$ cat config.mk
export PLATFORM = sky130hd
export DESIGN_NAME = pc_control_unit
export DESIGN_NICKNAME = d
export VERILOG_FILES = /design/src/rtl/pc_control_unit.sv
export SDC_FILE = /design/constraint.sdc
export NUM_CORES = 1
export LEC_CHECK = 0
export CAP_MARGIN = 10
export CORE_MARGIN = 2
export CORE_UTILIZATION = 30
export CTS_CLUSTER_SIZE = 24
export DETAILED_ROUTE_END_ITERATION = 10
export DONT_BUFFER_PORTS = 1
export PLACE_DENSITY = 0.55
export SLEW_MARGIN = 25
export SYNTH_ARGS = -nofsm -noshare
export SYNTH_HDL_FRONTEND = slang
export SYNTH_SLANG_ARGS = --single-unit
$ cat constraint.sdc
create_clock -name clk -period 6.25 [get_ports clk]
set_input_delay 1.25 -clock clk [delete_from_list [all_inputs] [get_ports clk]]
set_output_delay 1.25 -clock clk [all_outputs]
set_load 0.02 [all_outputs]
$ cat src/rtl/pc_control_unit.sv
// PC / pipeline-register control for a 5-stage pipeline.
// Control outputs are combinational from the current hazards; state and counters are registered.
module pc_control_unit #(
    parameter int unsigned TIMEOUT_CYCLES = 255
) (
    input  logic        clk,
    input  logic        rst,
    input  logic        in_ex_branch,
    input  logic        in_ex_branch_taken,
    input  logic        in_ex_jump,
    input  logic        in_ex_jump_reg,
    input  logic        in_id_ex_mem_read,
    input  logic [4:0]  in_id_ex_rt,
    input  logic [4:0]  in_if_id_rs,
    input  logic [4:0]  in_if_id_rt,
    input  logic        in_imem_ready,
    output logic [1:0]  out_pc_src,
    output logic        out_pc_write,
    output logic        out_if_id_write,
    output logic        out_if_id_flush,
    output logic        out_id_ex_flush,
    output logic        out_pipe_freeze,
    output logic [1:0]  out_state,
    output logic [15:0] out_redirect_count,
    output logic [15:0] out_stall_count,
    output logic        out_imem_timeout
);

    localparam logic [1:0]  ST_RUN      = 2'b00;
    localparam logic [1:0]  ST_STALL    = 2'b01;
    localparam logic [1:0]  ST_REDIRECT = 2'b10;
    localparam logic [1:0]  ST_FREEZE   = 2'b11;
    localparam logic [15:0] TIMEOUT_LIM = 16'(TIMEOUT_CYCLES);
    localparam logic [15:0] CNT_MAX     = 16'hFFFF;

    logic        redirect_s;
    logic        load_use_s;
    logic        freeze_s;
    logic [1:0]  action_s;

    logic [1:0]  state_d, state_q;
    logic [15:0] redirect_count_d, redirect_count_q;
    logic [15:0] stall_count_d, stall_count_q;
    logic [15:0] freeze_run_d, freeze_run_q;
    logic        imem_timeout_d, imem_timeout_q;

    // Hazard decode and priority resolution: freeze > redirect > load-use > run
    always_comb begin
        redirect_s = in_ex_jump_reg | in_ex_jump | (in_ex_branch & in_ex_branch_taken);
        load_use_s = in_id_ex_mem_read & (in_id_ex_rt != 5'd0) &
                     ((in_id_ex_rt == in_if_id_rs) | (in_id_ex_rt == in_if_id_rt));
        freeze_s   = ~in_imem_ready;
        if (freeze_s) begin
            action_s = ST_FREEZE;
        end else if (redirect_s) begin
            action_s = ST_REDIRECT;
        end else if (load_use_s) begin
            action_s = ST_STALL;
        end else begin
            action_s = ST_RUN;
        end
    end

    // State register and counters
    always_ff @(posedge clk or posedge rst) begin
        if (rst) begin
            state_q          <= ST_RUN;
            redirect_count_q <= 16'd0;
            stall_count_q    <= 16'd0;
            freeze_run_q     <= 16'd0;
            imem_timeout_q   <= 1'b0;
        end else begin
            state_q          <= state_d;
            redirect_count_q <= redirect_count_d;
            stall_count_q    <= stall_count_d;
            freeze_run_q     <= freeze_run_d;
            imem_timeout_q   <= imem_timeout_d;
        end
    end

    // Next-state: record the action, bump saturating counters, track the freeze run
    always_comb begin
        state_d          = action_s;
        redirect_count_d = redirect_count_q;
        stall_count_d    = stall_count_q;
        freeze_run_d     = 16'd0;
        imem_timeout_d   = imem_timeout_q;
        case (action_s)
            ST_REDIRECT: begin
                if (redirect_count_q != CNT_MAX) begin
                    redirect_count_d = redirect_count_q + 16'd1;
                end else begin
                    redirect_count_d = redirect_count_q;
                end
            end
            ST_STALL: begin
                if (stall_count_q != CNT_MAX) begin
                    stall_count_d = stall_count_q + 16'd1;
                end else begin
                    stall_count_d = stall_count_q;
                end
            end
            ST_FREEZE: begin
                if (freeze_run_q >= TIMEOUT_LIM) begin
                    freeze_run_d = TIMEOUT_LIM;
                end else begin
                    freeze_run_d = freeze_run_q + 16'd1;
                end
                // Timeout is sticky: once the run hits the limit it holds until reset
                if (freeze_run_d == TIMEOUT_LIM) begin
                    imem_timeout_d = 1'b1;
                end else begin
                    imem_timeout_d = imem_timeout_q;
                end
            end
            default: begin
                freeze_run_d = 16'd0;
            end
        endcase
    end

    // Output decode: pipeline controls from this cycle's action, forced quiet during reset
    always_comb begin
        out_pc_src      = 2'b00;
        out_pc_write    = 1'b0;
        out_if_id_write = 1'b0;
        out_if_id_flush = 1'b0;
        out_id_ex_flush = 1'b0;
        out_pipe_freeze = 1'b0;
        if (rst) begin
            out_pc_src = 2'b00;
        end else begin
            case (action_s)
                ST_FREEZE: begin
                    out_pipe_freeze = 1'b1;
                end
                ST_REDIRECT: begin
                    if (in_ex_jump_reg) begin
                        out_pc_src = 2'b11;
                    end else if (in_ex_jump) begin
                        out_pc_src = 2'b10;
                    end else begin
                        out_pc_src = 2'b01;
                    end
                    out_pc_write    = 1'b1;
                    out_if_id_write = 1'b1;
                    out_if_id_flush = 1'b1;
                    out_id_ex_flush = 1'b1;
                end
                ST_STALL: begin
                    out_id_ex_flush = 1'b1;
                end
                default: begin
                    out_pc_write    = 1'b1;
                    out_if_id_write = 1'b1;
                end
            endcase
        end
    end

    assign out_state          = state_q;
    assign out_redirect_count = redirect_count_q;
    assign out_stall_count    = stall_count_q;
    assign out_imem_timeout   = imem_timeout_q;

endmodule

==> parameters.txt, run 1 <==
Parameter                              Value

GRT
  GRT Resource Usage Total    0.116
  First-pass GRT wire length    8.29 mm
  Initial antenna violation count    0
  Largest net degree at the start of global routing    52
  Number of global-route vias before repair    1,769
  Aggregate global routing overflow    0

Layout
  Area of the multi-input gates    0.00123 sq mm
  Post-route insts no fill    365
  Growth of design area from synthesis to finish    10.7%
  Number of filler instances in the final layout    861
  Layout cell share with drive strength beyond 1    0.0731
  Net count, final    288
  Sequential cell area    0.00128 sq mm
  Ant diodes    0
  Final non-filler cell area    0.00281 sq mm

Pwr
  Maximum VDD drop    0.162 mV
  Leakage power figure    1.21 nW
  Share of total power consumed by net switching    0.327
  Clock share of power    0.294
  Logic gate share of total power    0.127
  Switching power of the nets    0.265 mW
  Cell Pwr Density    289 mW/mm^2
  Sequential cell fraction of total power    0.580
  Internal    0.545 mW

Place
  IO Port Bufs    0
  Placer's final routability congestion estimate    0.763
  Post-detailed-placement half-perimeter wirelength    3.75 mm
  Instance count after placement with tap cells included    357
  Placed cell area    0.00269 sq mm

CTS
  TritonCTS Buffers    5
  Clock tree buffer depth    2
  TritonCTS clock tree    yes
  CTS Root Cell    sky130_fd_sc_hd__clkbuf_8
  Setup Buffers After CTS    0
  Hold-fix buffers, CTS    0
  Clock Sinks    51
  Clock Latency Late Sink    0.30 ns
  Clock H-tree levels    2
  Clock-pin slew of the registers on the worst-case setup and hold paths    0.09 ns
  Quantity of gates resized following cts    0

Critical path
  Sort of element at the end of the critical path    output port
  Type of element launching the critical path    input port
  Worst r2r src    out_redirect_count[5]
  Cell-by-cell listing of the critical path    or4_1 > o211ai_1 > o21ai_0 > inv_1 > ha_1 > nand2_1 > a21oi_1
  CP max stage delay    0.52 ns
  Worst R2R Setup Slack    4.22 ns
  Top cell family by delay on the critical path    compound AO/OA/AOI/OAI gates
  Critical path peak fanout    7
  Reg2Reg Capture Point    out_redirect_count[1]
  Buffers plus inverters on the worst setup path    1
  Worst EP required    5.00 ns
  Critical path start-end classification    input port to output port
  CP Data Arrival Time    3.13 ns
  Worst path slowest cell    sky130_fd_sc_hd__or4_1
  R2r worst-path depth    4

Die
  Initial core utilization    0.308
  Ports    65
  Area enclosed by the die boundary    0.00920 sq mm
  Chip Height    95.9 microns
  Floorplan core area    0.00822 sq mm
  Horizontal extent of the die    95.9 microns
  Std cell rows    33

Synth
  Netlist area before placement    0.00253 sq mm
  Cell count after synthesis    246
  Sequential area share after synthesis    0.504
  Ys Warns    0
  Synth Register Bits    51
  Yosys cell types    44
  Average instance area after synthesis    10.3 sq um

Timing
  Slew at the pin with the worst max-slew slack    0.726 ns
  Final Max Tran Viols    0
  Minimum hold slack    0.620 ns
  F_max    228 MHz
  Remaining max-slew budget at the tightest pin    0.514
  Final Skew    0.00637 ns
  Setup-violating endpoint count in the final report    0
  Unrepaired setup endpoints after global routing    no
  Tmin final    4.38 ns
  Final hold violation count    0
  Portion of the clock cycle consumed by the worst path in the final layout    0.701
  Fin Setup TNS    0 ns

Route
  Detailed-route DRC error count    0
  Pre-Repair DR Iteration Count    4
  Count of nets left with antenna violations after detail routing    0
  Final Routed Wirelength    5.07 mm
  Mean routed wirelength per cell    13.9 microns
  Via Count    1,787
  Mean number of vias per cell    4.90
  Iteration-0 DRC Markers    42

Job
  MaxCap Viol Count    0

Worst hold path
  Hold crit path type    flip-flop to flip-flop
  Hold Crit Endpoint    freeze_run_q[0]
  Startpoint of the lowest-slack hold path    freeze_run_q[0]
  Worst hold path depth    1

Outcome
  Status    completed
-- how the worst max path moves through the flow --
stage	cells after the start	startpoint	end
2_1_floorplan	3	rst	out_pc_src[0]
3_3_place_gp	7	in_id_ex_rt[1]	out_pc_src[0]
3_5_place_dp	7	in_id_ex_rt[1]	out_pc_src[0]
4_1_cts	7	in_id_ex_rt[1]	out_pc_src[0]
5_1_grt	7	in_id_ex_rt[1]	out_pc_src[0]
6_report	7	in_id_ex_rt[1]	out_pc_src[0]
-- per-layer routing --
layer | vias up | share of wire | global-route usage
met5 | - | 0 | 0
met4 | 0 | 0.0093 | 0.0298
met3 | 5 | 0.047 | 0.0384
met2 | 32 | 0.48 | 0.185
met1 | 869 | 0.46 | 0.151
li1 | 881 | - | -
-- layout make-up --
type | instances | area share
Sequential cell | 51 | 0.455
Timing Repair Buffer | 1 | 0.00268
Clock buffer | 6 | 0.0294
Inverter | 12 | 0.0161
Tap cell | 105 | 0.0468
Multi-Input combinational cell | 188 | 0.438
Clock inverter | 2 | 0.0125
-- cell usage after synthesis, drive strengths merged --
cell | n | area share
nand4b | 1 | 0.0035
nand3b | 1 | 0.0030
a22oi | 1 | 0.0030
mux2i | 1 | 0.0040
mux2 | 3 | 0.013
nand3 | 13 | 0.026
clkbuf | 1 | 0.0015
ha | 6 | 0.030
nand2 | 22 | 0.033
a211oi | 1 | 0.0030
nand2b | 3 | 0.0074
inv | 12 | 0.018
a41oi | 2 | 0.0069
a31o | 1 | 0.0035
nand4 | 11 | 0.030
o21ai | 2 | 0.0054
nor3 | 6 | 0.014
nor4 | 5 | 0.012
xnor2 | 16 | 0.055
conb | 1 | 0.0015
or4 | 3 | 0.012
xor2 | 22 | 0.076
nor4b | 2 | 0.0094
buf | 1 | 0.0030
or2 | 1 | 0.0025
a31oi | 4 | 0.0099
o22ai | 2 | 0.0049
and3 | 3 | 0.0074
o21a | 1 | 0.0030
o32a | 1 | 0.0040
o211ai | 1 | 0.0030
o31a | 2 | 0.0069
a21oi | 6 | 0.012
and4 | 2 | 0.0069
dfrtp | 51 | 0.50
nor2b | 1 | 0.0025
a21boi | 7 | 0.021
nor2 | 27 | 0.040
-- per-stage QoR --
step / total power [mW] / worst slack, ns / util
finish: 0.811 / 1.87 / 0.341
global route: 0.861 / 1.66 / 0.341
CTS: 0.827 / 1.85 / 0.341
detailed placement: 0.582 / 1.84 / 0.327
global placement: 0.578 / 1.91 / 0.327
floorplan: 0.546 / 2.05 / -
-- kinds of logic after synthesis --
group | after synthesis | share of synthesized area
muxes | 4 | 0.0173
xor gates and xnor gates | 38 | 0.131
buffers and inverters | 14 | 0.0222
AOI/OAI and AO/OA | 31 | 0.0859
other | 1 | 0.00148
DFF | 51 | 0.504
and+or+nand+nor | 101 | 0.208
adders and majority gates | 6 | 0.0296
-- sequential cells by signal, indices dropped and copies added, names as in the netlist --
| signal | flops |
|---|---|
| freeze_run_q | 16 |
| out_redirect_count | 16 |
| out_stall_count | 16 |
| out_state | 2 |
| out_imem_timeout | 1 |
-- cells in the final DEF (no fill, tap or decap), types with 2 or more instances in the layout --
cell type / instances
sky130_fd_sc_hd__a31oi_1: 4
sky130_fd_sc_hd__dfrtp_1: 51
sky130_fd_sc_hd__clkbuf_8: 6
sky130_fd_sc_hd__and4_1: 2
sky130_fd_sc_hd__nand4_1: 10
sky130_fd_sc_hd__nor4_1: 5
sky130_fd_sc_hd__nand2_1: 22
sky130_fd_sc_hd__a41oi_1: 2
sky130_fd_sc_hd__nor3_1: 5
sky130_fd_sc_hd__nand3_1: 13
sky130_fd_sc_hd__a21boi_0: 7
sky130_fd_sc_hd__a21oi_1: 6
sky130_fd_sc_hd__nand2b_1: 3
sky130_fd_sc_hd__and3_1: 3
sky130_fd_sc_hd__o22ai_1: 2
sky130_fd_sc_hd__ha_1: 6
sky130_fd_sc_hd__mux2_2: 2
sky130_fd_sc_hd__nor2_1: 27
sky130_fd_sc_hd__or4_4: 2
sky130_fd_sc_hd__conb_1: 8
sky130_fd_sc_hd__o31a_1: 2
sky130_fd_sc_hd__inv_1: 11
sky130_fd_sc_hd__xor2_1: 22
sky130_fd_sc_hd__xnor2_1: 16
-- power groups by stage --
stage | Combinational, mW | Clock, mW | Sequential [mW]
2_1_floorplan | 0.0870 | 0 | 0.459
3_3_place_gp | 0.100 | 0 | 0.477
3_5_place_dp | 0.105 | 0 | 0.477
4_1_cts | 0.105 | 0.251 | 0.471
5_1_grt | 0.119 | 0.263 | 0.479
6_report | 0.103 | 0.238 | 0.470
Power figures use the tool's default switching activity.
==> inputs of run 2 (changes only) <==
==> constraint.sdc (replaced) <==
create_clock -name clk -period 4.1 [get_ports clk]
set_input_delay 0.82 -clock clk [delete_from_list [all_inputs] [get_ports clk]]
set_output_delay 0.82 -clock clk [all_outputs]
set_load 0.02 [all_outputs]
==> run 2 against run 1 <==
Effect of this change:
- clock skew up 0.0034 ns
- final area about the same
- critical path depth unchanged
- largest cell class unchanged
- wire length up 0.57%
- first-iteration DRC count down 21%
- flip-flop and latch count unchanged
- clock-buffer cell count down 1
- sequential power up 53%
- critical endpoint unchanged
==> parameters.txt, run 2 (synthesis gave the netlist of run 1 again) <==
Parameter                              Value

CTS
  Quantity of gates resized following cts    0
  CTS Root Cell    sky130_fd_sc_hd__clkbuf_8
  TritonCTS Buffers    5
  Clock-pin slew of the registers on the worst-case setup and hold paths    0.11 ns
  Clock H-tree levels    2
  Clock Latency Late Sink    0.30 ns
  Hold-fix buffers, CTS    0
  Setup Buffers After CTS    0
  TritonCTS clock tree    yes
  Clock tree buffer depth    2
  Clock Sinks    51

Place
  IO Port Bufs    0
  Post-detailed-placement half-perimeter wirelength    3.76 mm
  Worst slack at placement    0.742 ns
  Placer's final routability congestion estimate    0.765

Layout
  Net count, final    289
  Area of the multi-input gates    0.00123 sq mm
  Layout cell share with drive strength beyond 1    0.0766
  Growth of design area from synthesis to finish    10.8%
  Highest-count cells in the layout ignoring fill and taps    51 x sky130_fd_sc_hd__dfrtp_1, 27 x sky130_fd_sc_hd__nor2_1, 22 x sky130_fd_sc_hd__nand2_1, 22 x sky130_fd_sc_hd__xor2_1, 16 x sky130_fd_sc_hd__xnor2_1
  Leading cell type in the layout, fill and taps excluded    sky130_fd_sc_hd__dfrtp_1
  Sequential cell area    0.00128 sq mm
  Ant diodes    0
  Number of filler instances in the final layout    830

GRT
  Largest net degree at the start of global routing    52
  Aggregate global routing overflow    0
  Number of global-route vias before repair    1,780
  First-pass GRT wire length    8.46 mm
  Initial antenna violation count    0
  GRT Resource Usage Total    0.118

Pwr
  Share of total power consumed by net switching    0.333
  Cell Pwr Density    436 mW/mm^2
  Internal    0.816 mW
  Switching power of the nets    0.408 mW
  Leakage power figure    1.22 nW
  Logic gate share of total power    0.127
  Clock share of power    0.287
  Sequential cell fraction of total power    0.586
  Maximum VDD drop    0.244 mV

Die
  Floorplan core area    0.00822 sq mm
  Initial core utilization    0.308
  Ports    65
  Std cell rows    33
  Chip Height    95.9 microns
  Horizontal extent of the die    95.9 microns
  Area enclosed by the die boundary    0.00920 sq mm

Critical path
  CP Data Arrival Time    2.53 ns
  Critical path peak fanout    7
  Type of element launching the critical path    input port
  R2r worst-path depth    4
  Sort of element at the end of the critical path    output port
  Critical path start-end classification    input port to output port
  Worst EP required    3.28 ns

Timing
  Unrepaired setup endpoints after global routing    no
  Final hold violation count    0
  F_max    298 MHz
  Setup-violating endpoint count in the final report    0
  Final Max Tran Viols    0
  Slew at the pin with the worst max-slew slack    0.735 ns
  Minimum hold slack    0.587 ns
  Remaining max-slew budget at the tightest pin    0.508
  Worst path setup slack after routing    0.746 ns
  Portion of the clock cycle consumed by the worst path in the final layout    0.818
  Fin Setup TNS    0 ns
  Tmin final    3.35 ns
  Final Skew    0.00978 ns

Route
  Count of nets left with antenna violations after detail routing    0
  Pre-Repair DR Iteration Count    6
  Mean number of vias per cell    4.89
  Final Routed Wirelength    5.10 mm
  Iteration-0 DRC Markers    33
  Mean routed wirelength per cell    13.9 microns
  Via Count    1,788
  Detailed-route DRC error count    0

Job
  MaxCap Viol Count    0

Worst hold path
  Hold crit path type    input port to async pin

Outcome
  Status    completed
[run 2: cell type report]
cell class | count | share of cell area
clock buffers | 5 | 0.0245
clock inverters | 3 | 0.0156
inverters | 12 | 0.0160
multi-input cells | 188 | 0.437
flip-flops and latches | 51 | 0.455
well taps | 105 | 0.0468
repair buffers | 2 | 0.00535
[run 2: power by group through the flow]
| stage | Sequential, mW | Clock (mW) | Combinational [mW] |
|---|---|---|---|
| 2_1_floorplan | 0.700 | 0 | 0.133 |
| 3_3_place_gp | 0.727 | 0 | 0.154 |
| 3_5_place_dp | 0.729 | 0 | 0.158 |
| 4_1_cts | 0.719 | 0.371 | 0.158 |
| 5_1_grt | 0.733 | 0.386 | 0.180 |
| 6_report | 0.717 | 0.352 | 0.156 |
[run 2: metal layers]
metal,part of all wire,GRT usage
met1,0.45,0.145
met2,0.49,0.195
met3,0.052,0.0431
met4,0.012,0.0321
met5,0,0
[run 2: critical path: stages]
cell                       delay [ns]
sky130_fd_sc_hd__or4_1           0.51
sky130_fd_sc_hd__o211ai_1        0.16
sky130_fd_sc_hd__o21ai_0         0.13
sky130_fd_sc_hd__inv_1           0.08
sky130_fd_sc_hd__ha_1            0.32
sky130_fd_sc_hd__nand2_1         0.14
sky130_fd_sc_hd__a21oi_1         0.39
[run 2: worst paths after layout]
check                                      start  slack, ns                     to
max                               in_id_ex_rt[1]       0.75          out_pc_src[0]
max in group asynchronous                    rst       3.08       freeze_run_q[14]
min reg2reg                      freeze_run_q[0]       0.59        freeze_run_q[0]
min                                          rst       0.59     out_stall_count[1]
max reg2reg                out_redirect_count[5]       2.07  out_redirect_count[1]
min in group clk                 freeze_run_q[0]       0.59        freeze_run_q[0]
[run 2: through the flow]
stage | area [sq um] | power [mW] | instances | util
final | 2810 | 1.22 | 366 | 0.342
after global routing | 2810 | 1.30 | 366 | 0.342
after CTS | 2810 | 1.25 | 366 | 0.342
after detailed placement | 2700 | 0.887 | 358 | 0.328
after global placement | 2700 | 0.881 | 358 | 0.328
after floorplan | 2560 | 0.832 | 253 | -
==> inputs of run 3 (changes only) <==
--- a/config.mk
+++ b/config.mk
@@ -11,7 +11,7 @@
 export CTS_CLUSTER_SIZE = 24
 export DETAILED_ROUTE_END_ITERATION = 10
 export DONT_BUFFER_PORTS = 1
-export PLACE_DENSITY = 0.55
+export PLACE_DENSITY = 0.56
 export SLEW_MARGIN = 25
 export SYNTH_ARGS = -nofsm -noshare
 export SYNTH_HDL_FRONTEND = slang
==> constraint.sdc (replaced) <==
create_clock -name clk -period 2.9 [get_ports clk]
set_input_delay 0.58 -clock clk [delete_from_list [all_inputs] [get_ports clk]]
set_output_delay 0.58 -clock clk [all_outputs]
set_load 0.02 [all_outputs]
==> run 3 against run 2 <==
Effect of this change:
- flip-flop and latch count unchanged
- worst hold slack worse by 0.24 ns
- sequential power up 41%
- non-clock buffer count up 8
- first-iteration DRC count up 85%
- highest routed layer unchanged
- global-route usage up 0.094 points
- largest power group unchanged
==> parameters.txt, run 3 (synthesis gave the netlist of run 1 again) <==
Parameter                              Value

Timing
  Slew at the pin with the worst max-slew slack    0.644 ns
  Tmin final    2.63 ns
  Minimum hold slack    0.342 ns
  Portion of the clock cycle consumed by the worst path in the final layout    0.905
  Final Max Tran Viols    0
  Worst path setup slack after routing    0.275 ns
  Remaining max-slew budget at the tightest pin    0.571
  Fin Setup TNS    0 ns
  F_max    381 MHz
  Final Skew    0.00749 ns
  Setup-violating endpoint count in the final report    0
  Unrepaired setup endpoints after global routing    no
  Final hold violation count    0

Outcome
  Status    completed

Place
  IO Port Bufs    0
  Instance count after placement with tap cells included    366
  Placer's final routability congestion estimate    0.799
  Post-detailed-placement half-perimeter wirelength    3.88 mm
  Worst slack at placement    0.134 ns

Layout
  Number of filler instances in the final layout    820
  Ant diodes    0
  Sequential cell area    0.00128 sq mm
  Leading cell type in the layout, fill and taps excluded    sky130_fd_sc_hd__dfrtp_1
  Growth of design area from synthesis to finish    13.3%
  Net count, final    297
  Layout cell share with drive strength beyond 1    0.104
  Area of the multi-input gates    0.00123 sq mm
  Highest-count cells in the layout ignoring fill and taps    51 x sky130_fd_sc_hd__dfrtp_1, 27 x sky130_fd_sc_hd__nor2_1, 22 x sky130_fd_sc_hd__nand2_1, 22 x sky130_fd_sc_hd__xor2_1, 16 x sky130_fd_sc_hd__xnor2_1
  Post-route insts no fill    374

Critical path
  Worst EP required    2.32 ns
  CP Data Arrival Time    2.05 ns
  Reg2Reg Capture Point    out_stall_count[1]
  Worst R2R Setup Slack    0.87 ns
  Critical path peak fanout    3
  Critical path start-end classification    input port to output port
  Worst r2r src    out_stall_count[2]
  Type of element launching the critical path    input port
  R2r worst-path depth    5
  Sort of element at the end of the critical path    output port

Pwr
  Leakage power figure    1.26 nW
  Power consumption    1.75 mW
  Maximum VDD drop    0.415 mV
  Cell Pwr Density    609 mW/mm^2

GRT
  First-pass GRT wire length    8.51 mm
  Initial antenna violation count    0
  GRT Resource Usage Total    0.119
  Number of global-route vias before repair    1,770
  Aggregate global routing overflow    0
  Largest net degree at the start of global routing    52

Die
  Chip Height    95.9 microns
  Std cell rows    33
  Horizontal extent of the die    95.9 microns
  Ports    65
  Initial core utilization    0.308
  Floorplan core area    0.00822 sq mm
  Area enclosed by the die boundary    0.00920 sq mm

CTS
  Quantity of gates resized following cts    0
  CTS Root Cell    sky130_fd_sc_hd__clkbuf_8
  TritonCTS Buffers    5
  Clock Sinks    51
  Clock H-tree levels    2
  Hold-fix buffers, CTS    0
  Clock tree buffer depth    2
  Setup Buffers After CTS    0
  Clock-pin slew of the registers on the worst-case setup and hold paths    0.09 ns
  Clock Latency Late Sink    0.31 ns
  TritonCTS clock tree    yes

Route
  Mean routed wirelength per cell    13.8 microns
  Pre-Repair DR Iteration Count    4
  Iteration-0 DRC Markers    61
  Detailed-route DRC error count    0
  Final Routed Wirelength    5.14 mm
  Mean number of vias per cell    4.89
  Count of nets left with antenna violations after detail routing    0
  Via Count    1,829

Job
  MaxCap Viol Count    0

Worst hold path
  Hold crit path type    input port to async pin
run 3: stage by stage:
step | cell area [sq um] | util
after floorplan | 2560 | -
after global placement | 2760 | 0.335
after detailed placement | 2760 | 0.335
after CTS | 2870 | 0.349
after global routing | 2870 | 0.349
final | 2870 | 0.349
run 3: worst max-delay path by stage:
stage	endpoint	cells after the start	start	slack (ns)
after floorplan	out_pc_src[0]	3	rst	0.04
after global placement	out_redirect_count[15]	9	in_id_ex_rt[1]	0.17
after detailed placement	out_redirect_count[15]	9	in_id_ex_rt[1]	0.13
after CTS	out_pc_src[0]	8	in_id_ex_rt[1]	0.24
after global routing	out_pc_src[0]	8	in_id_ex_rt[1]	0.11
final	out_pc_src[0]	8	in_id_ex_rt[1]	0.27
run 3: area by class of cell:
| cell class | count | area share |
|---|---|---|
| repair buffers | 10 | 0.0261 |
| clock buffers | 5 | 0.0240 |
| clock inverters | 3 | 0.0166 |
| inverters | 12 | 0.0157 |
| multi-input cells | 188 | 0.427 |
| well taps | 105 | 0.0458 |
| flip-flops and latches | 51 | 0.444 |
run 3: report_power, final:
part / total [mW] / internal (mW) / switching (mW)
Combinational: 0.232 / 0.113 / 0.118
Sequential: 1.01 / 0.792 / 0.222
Clock: 0.503 / 0.262 / 0.241
Total: 1.75 / 1.17 / 0.581
run 3: critical path: stages:
cell                       delay [ns]
sky130_fd_sc_hd__or4_1           0.50
sky130_fd_sc_hd__o211ai_1        0.16
sky130_fd_sc_hd__o21ai_0         0.12
sky130_fd_sc_hd__inv_1           0.07
sky130_fd_sc_hd__ha_1            0.21
sky130_fd_sc_hd__nand2_1         0.11
sky130_fd_sc_hd__a21oi_1         0.14
sky130_fd_sc_hd__buf_4           0.16
run 3: routing by layer:
layer / part of all wire / vias up / track usage
li1: - / 907 / -
met3: 0.060 / 7 / 0.0407
met2: 0.48 / 35 / 0.191
met4: 0.011 / 0 / 0.0393
met5: 0 / - / 0
met1: 0.45 / 880 / 0.149
==> variant 1, RTL diff (settings of run 2) <==
Make the reset (`rst`) synchronous in one clocked block.
--- a/src/rtl/pc_control_unit.sv
+++ b/src/rtl/pc_control_unit.sv
@@ -63,5 +63,5 @@
 
     // State register and counters
-    always_ff @(posedge clk or posedge rst) begin
+    always_ff @(posedge clk) begin
         if (rst) begin
             state_q          <= ST_RUN;
Check against the original RTL: differs if rst is asserted again (counterexample within 4 cycles, from zero or initial values and one cycle with rst high); with rst held inactive, the same outputs for 10 cycles.
==> variant 1 against run 2 <==
  * Sequential cell count did not move
  * Worst setup slack got worse by 0.087 ns
  * Routed wire length is 3.5% higher
  * Sequential share of layout area is 7.8 points lower
  * Design area shrank 3.3%
  * Non-clock buffer count is 2 lower
  * Area after synthesis is 2.1% lower
Power is not compared: it rests on default switching activity, and its combinational part moved more than twofold at a synthesized area within 25%.
==> variant 1: results (changes against run 2) <==
- Run status: finished, final reports clean (unchanged)
- The number of global-route vias before repair was 1888 (was 1780).
- The worst hold slack is 0.5231 ns (was 0.5870 ns).
* Fill cell total of the finished layout: 845 (was 830)
* Wire length of the first global-routing pass: 8.949 mm (was 8.459 mm)
- The share of post-route cells with drive strength above 1 came to 0.06081 (was 0.07663).
- The count of placed standard cells including taps came to 393 (was 358).
- Global-route usage over all layers: 0.1259 (was 0.1176)
- Met3 global-route usage: 0.04789 (was 0.04307)
- Commonest cells in the netlist: 51 x sky130_fd_sc_hd__dfxtp_1, 39 x sky130_fd_sc_hd__nor2_1, 23 x sky130_fd_sc_hd__a21oi_1, 22 x sky130_fd_sc_hd__nand3_1, 21 x sky130_fd_sc_hd__nand2_1 (was 51 x sky130_fd_sc_hd__dfrtp_1, 27 x sky130_fd_sc_hd__nor2_1, 22 x sky130_fd_sc_hd__nand2_1, 22 x sky130_fd_sc_hd__xor2_1, 16 x sky130_fd_sc_hd__xnor2_1)
- The number of cell instances on the worst register-to-register path is 6 (was 4).
* Xor/xnor share of the synthesized area: 0.1271 (was 0.1314)
* Total via count after detailed routing: 2001 (was 1788)
- The wire length on met2 was 2.439 mm (was 2.502 mm).
- Met1 track utilization from global routing: 0.1588 (was 0.1445)
* Share of the yosys chip area belonging to registers: 0.4117 (was 0.5037)
- Synth Area in Compound Gates: 0.1191 (was 0.08593)
- The endpoint of the worst-slack reg-to-reg timing path is out_redirect_count[9]$_SDFFE_PP0P_ (was out_redirect_count[1]$_DFFE_PP0P_).
* Iteration count of the initial detailed-routing pass: 4 (was 6)
- Share of async-settable or async-resettable flops after synthesis: 0 (was 1.000)
- Final worst clock skew: 0.008210 ns (was 0.009778 ns)
* Area share of fa/ha/maj cells after synthesis: 0.03027 (was 0.02963)
* Placement-stage cell area: 2601 um^2 (was 2695 um^2)
* Maximum fanout encountered on the critical timing path: 9 (was 7)
* Multiplexer fraction of the synthesized cell area: 0.008577 (was 0.01728)
* Routability congestion estimate: 0.8128 (was 0.7645)
## variant 1: changes by cell type after synthesis, sizes merged, moves of 4 or more
| cell | change |
|---|---|
| nor2 | +12 |
| nand4 | -5 |
| nor3 | +5 |
| a21oi | +17 |
| dfrtp | -51 |
| dfxtp | +51 |
| and2 | +4 |
| xor2 | -4 |
| clkbuf | +4 |
| a21boi | -7 |
| nand3 | +11 |
## variant 1: how the worst max path moves through the flow
stage	from	endpoint	slack, ns	cells past startpoint
2_1_floorplan	in_id_ex_rt[1]	out_pc_src[0]	0.91	7
3_3_place_gp	in_id_ex_rt[1]	out_pc_src[0]	0.65	6
3_5_place_dp	in_id_ex_rt[1]	out_pc_src[0]	0.64	6
4_1_cts	in_id_ex_rt[1]	out_pc_src[0]	0.63	6
5_1_grt	in_id_ex_rt[1]	out_pc_src[0]	0.49	6
6_report	in_id_ex_rt[1]	out_pc_src[0]	0.66	6
## variant 1: cell families (layout without fill, tap and decap cells)
kind of cell               count (synthesis)  in the layout
buffers and inverters                     18             18
adders and majority gates                  6              6
xor gates and xnor gates                  36             36
muxes                                      2              2
DFF                                       51             51
and+or+nand+nor                          129            129
other                                      1              8
AOI/OAI and AO/OA                         46             46
## variant 1: worst max-delay path, cell delays in order
cell and delay, ns:
sky130_fd_sc_hd__or4_1 0.54, sky130_fd_sc_hd__o211ai_1 0.18, sky130_fd_sc_hd__o21a_1 0.18, sky130_fd_sc_hd__ha_1 0.37, sky130_fd_sc_hd__nand2_1 0.15, sky130_fd_sc_hd__a21oi_1 0.39
## variant 1: cell type report
type,instances,area [um^2],share of cell area
clock inverter,3,43.79,0.01614
multi-input combinational,227,1411,0.5201
sequential,51,1021,0.3762
clock buffer,5,68.82,0.02536
tap,105,131.4,0.04841
inverter,10,37.54,0.01383
==> variant 2, RTL diff (settings of run 2) <==
Without the edit above. `CNT_MAX`: 16'hFFFF -> 16'hBFFF.
--- a/src/rtl/pc_control_unit.sv
+++ b/src/rtl/pc_control_unit.sv
@@ -32,5 +32,5 @@
     localparam logic [1:0]  ST_FREEZE   = 2'b11;
     localparam logic [15:0] TIMEOUT_LIM = 16'(TIMEOUT_CYCLES);
-    localparam logic [15:0] CNT_MAX     = 16'hFFFF;
+    localparam logic [15:0] CNT_MAX     = 16'hBFFF;
 
     logic        redirect_s;
Behaviour: same outputs for any inputs over 10 cycles, from zero or initial values and one cycle with rst high; that may be too few to reach the edited logic, so the function may still have changed.
==> variant 2 against run 2 <==
  * Cell count is 2.2% higher
  * Area after synthesis is 4.0% higher
  * Sequential cell count stayed put
  * Combinational power hardly changed
  * Routed wire length is 4.7% higher
  * Power is 6.3% lower
  * Worst setup slack worse by 0.051 ns
  * Synthesized cell count is 2.8% higher
  * Design area is 2.5% higher
  * Worst hold slack worse by 0.16 ns
  * Critical path type unchanged
  * Largest cell class is now multi-input gates
==> variant 2: results (changes against run 2) <==
- Run status: finished, final reports clean (unchanged).
* Wire length of the first global-routing pass: 8.811 mm (was 8.459 mm)
- The detailed router's first-iteration violation count is 32 (was 33).
* Placement-stage cell area: 2791 um^2 (was 2695 um^2)
* Arr. time, crit path: 2.59 ns (was 2.53 ns)
- Share of the yosys chip area belonging to registers: 0.4843 (was 0.5037)
* Slowest stage delay, CP: 0.40 ns (was 0.51 ns)
- The number of global-route vias before repair came to 1776 (was 1780).
- Synth area leaders: sky130_fd_sc_hd__dfrtp_1 48%, sky130_fd_sc_hd__xor2_1 8.3%, sky130_fd_sc_hd__xnor2_1 5.7%, sky130_fd_sc_hd__a21oi_1 3.8%, sky130_fd_sc_hd__ha_1 2.8% (was sky130_fd_sc_hd__dfrtp_1 50%, sky130_fd_sc_hd__xor2_1 7.6%, sky130_fd_sc_hd__xnor2_1 5.5%, sky130_fd_sc_hd__nor2_1 4.0%, sky130_fd_sc_hd__nand2_1 3.3%).
- Maximum number of pins on one net before global-route repair: 29 (was 52)
- The total iterations of the first detailed-routing run is 4 (was 6).
- Mean number of vias per cell: 4.981 (was 4.885)
* Routability congestion estimate: 0.7975 (was 0.7645)
- Maximum fanout encountered on the critical timing path: 10 (was 7)
* Transition at the pin with the smallest max-transition slack: 0.6459 ns (was 0.7347 ns)
- Commonest cells in the netlist: 51 x sky130_fd_sc_hd__dfrtp_1, 25 x sky130_fd_sc_hd__xor2_1, 20 x sky130_fd_sc_hd__a21oi_1, 18 x sky130_fd_sc_hd__nand2_1 (was 51 x sky130_fd_sc_hd__dfrtp_1, 27 x sky130_fd_sc_hd__nor2_1, 22 x sky130_fd_sc_hd__nand2_1, 22 x sky130_fd_sc_hd__xor2_1, 16 x sky130_fd_sc_hd__xnor2_1).
- The half-perimeter wire length of the detailed placement result came to 4.049 mm (was 3.764 mm).
* Global-route usage over all layers: 0.1116 (was 0.1176)
- Final worst clock skew: 0.01025 ns (was 0.009778 ns)
* Cell-internal power: 749.2 uW (was 816.2 uW)
- Count of warnings emitted by yosys: 0 (unchanged)
- The static power due to leakage is 0.001264 uW (was 0.001215 uW).
- Met2 Resource Use GR: 0.1841 (was 0.1946)
- Proportion of layout cells with a drive suffix above 1: 0.09023 (was 0.07663)
- Met1 track utilization from global routing: 0.1421 (was 0.1445)
- The clock-pin transition on the worst setup and hold timing paths was 0.09 ns (was 0.11 ns).
- Number of antenna repair diodes: 0 (unchanged)
- The maximum level of the CTS H-tree is 2 (unchanged).
- The met3 usage in global routing was 0.03453 (was 0.04307).
* Fin nets: 294 (was 289)
- Cell with the biggest individual delay on the critical path: sky130_fd_sc_hd__nor2_1 (was sky130_fd_sc_hd__or4_1)
* Maximum vdd drop: 214.5 uV (was 244.3 uV)
[variant 2: changes by cell type after synthesis, moves of 3 or more]
cell / change
sky130_fd_sc_hd__a21oi_1: +14
sky130_fd_sc_hd__nor2_1: -10
sky130_fd_sc_hd__a21boi_0: -7
sky130_fd_sc_hd__nor3_1: +5
sky130_fd_sc_hd__o2111ai_1: +5
sky130_fd_sc_hd__inv_1: -4
sky130_fd_sc_hd__nand2_1: -4
sky130_fd_sc_hd__xor2_1: +3
[variant 2: cells by family (layout without fill, tap and decap cells)]
group,count (synthesis),after routing,synth area share
simple gates,96,96,0.2028
flops,51,51,0.4843
xor+xnor,42,42,0.1396
compound gates,41,41,0.1087
buf+inv,13,19,0.02042
fa+ha+maj,6,6,0.02849
mux,3,3,0.01424
other cells,1,8,0.001423
[variant 2: final cells by class]
type	count	area (um^2)
sequential	51	1276
tap	108	135.1
timing repair buffer	2	15.01
inverter	9	33.78
fill	886	5759
clock buffer	6	72.57
clock inverter	2	12.51
multi-input combinational	196	1331
[variant 2: layer usage]
layer / vias up / share of wire
li1: 913 / -
met1: 907 / 0.46
met2: 38 / 0.48
met3: 5 / 0.049
met4: 0 / 0.012
met5: - / 0
[variant 2: final timing paths]
check / from / depth (start not counted) / endpoint / slack [ns]
worst min-delay path: rst / 1 / out_state[0]$_DFF_PP0_ / 0.43
worst min register to register: freeze_run_q[8]$_DFF_PP0_ / 4 / freeze_run_q[4]$_DFF_PP0_ / 0.63
min in group clk: freeze_run_q[8]$_DFF_PP0_ / 4 / freeze_run_q[4]$_DFF_PP0_ / 0.63
worst max-delay path: in_ex_branch / 7 / out_pipe_freeze / 0.69
max in group asynchronous: rst / 2 / out_redirect_count[1]$_DFFE_PP0P_ / 2.91
worst max register to register: out_stall_count[0]$_DFFE_PP0P_ / 5 / out_stall_count[1]$_DFFE_PP0P_ / 2.11
[variant 2: critical path: cells and delay by family]
family,cells,cell delay [ns]
buffers and inverters,2,0.29
AND/OR/NAND/NOR,1,0.40
AO/OA/AOI/OAI,3,0.85
adder cells (fa/ha/maj),1,0.23
[variant 2: power groups by stage]
stage | clock, uW | combinational [uW] | sequential, uW
4_1_cts | 297 | 158 | 709
2_1_floorplan | 0 | 132 | 686
6_report | 286 | 156 | 706
3_3_place_gp | 0 | 153 | 717
3_5_place_dp | 0 | 159 | 719
5_1_grt | 312 | 179 | 719
[variant 2: stage by stage]
step                      setup slack (ns)  total power, uW  instances    util
after floorplan                     0.7477            817.9        260       -
after global placement              0.7690            870.0        366  0.3232
after detailed placement            0.6568            877.1        366  0.3232
after CTS                           0.6667             1164        374  0.3331
after global routing                0.5663             1210        374  0.3331
final                               0.6946             1148        374  0.3331
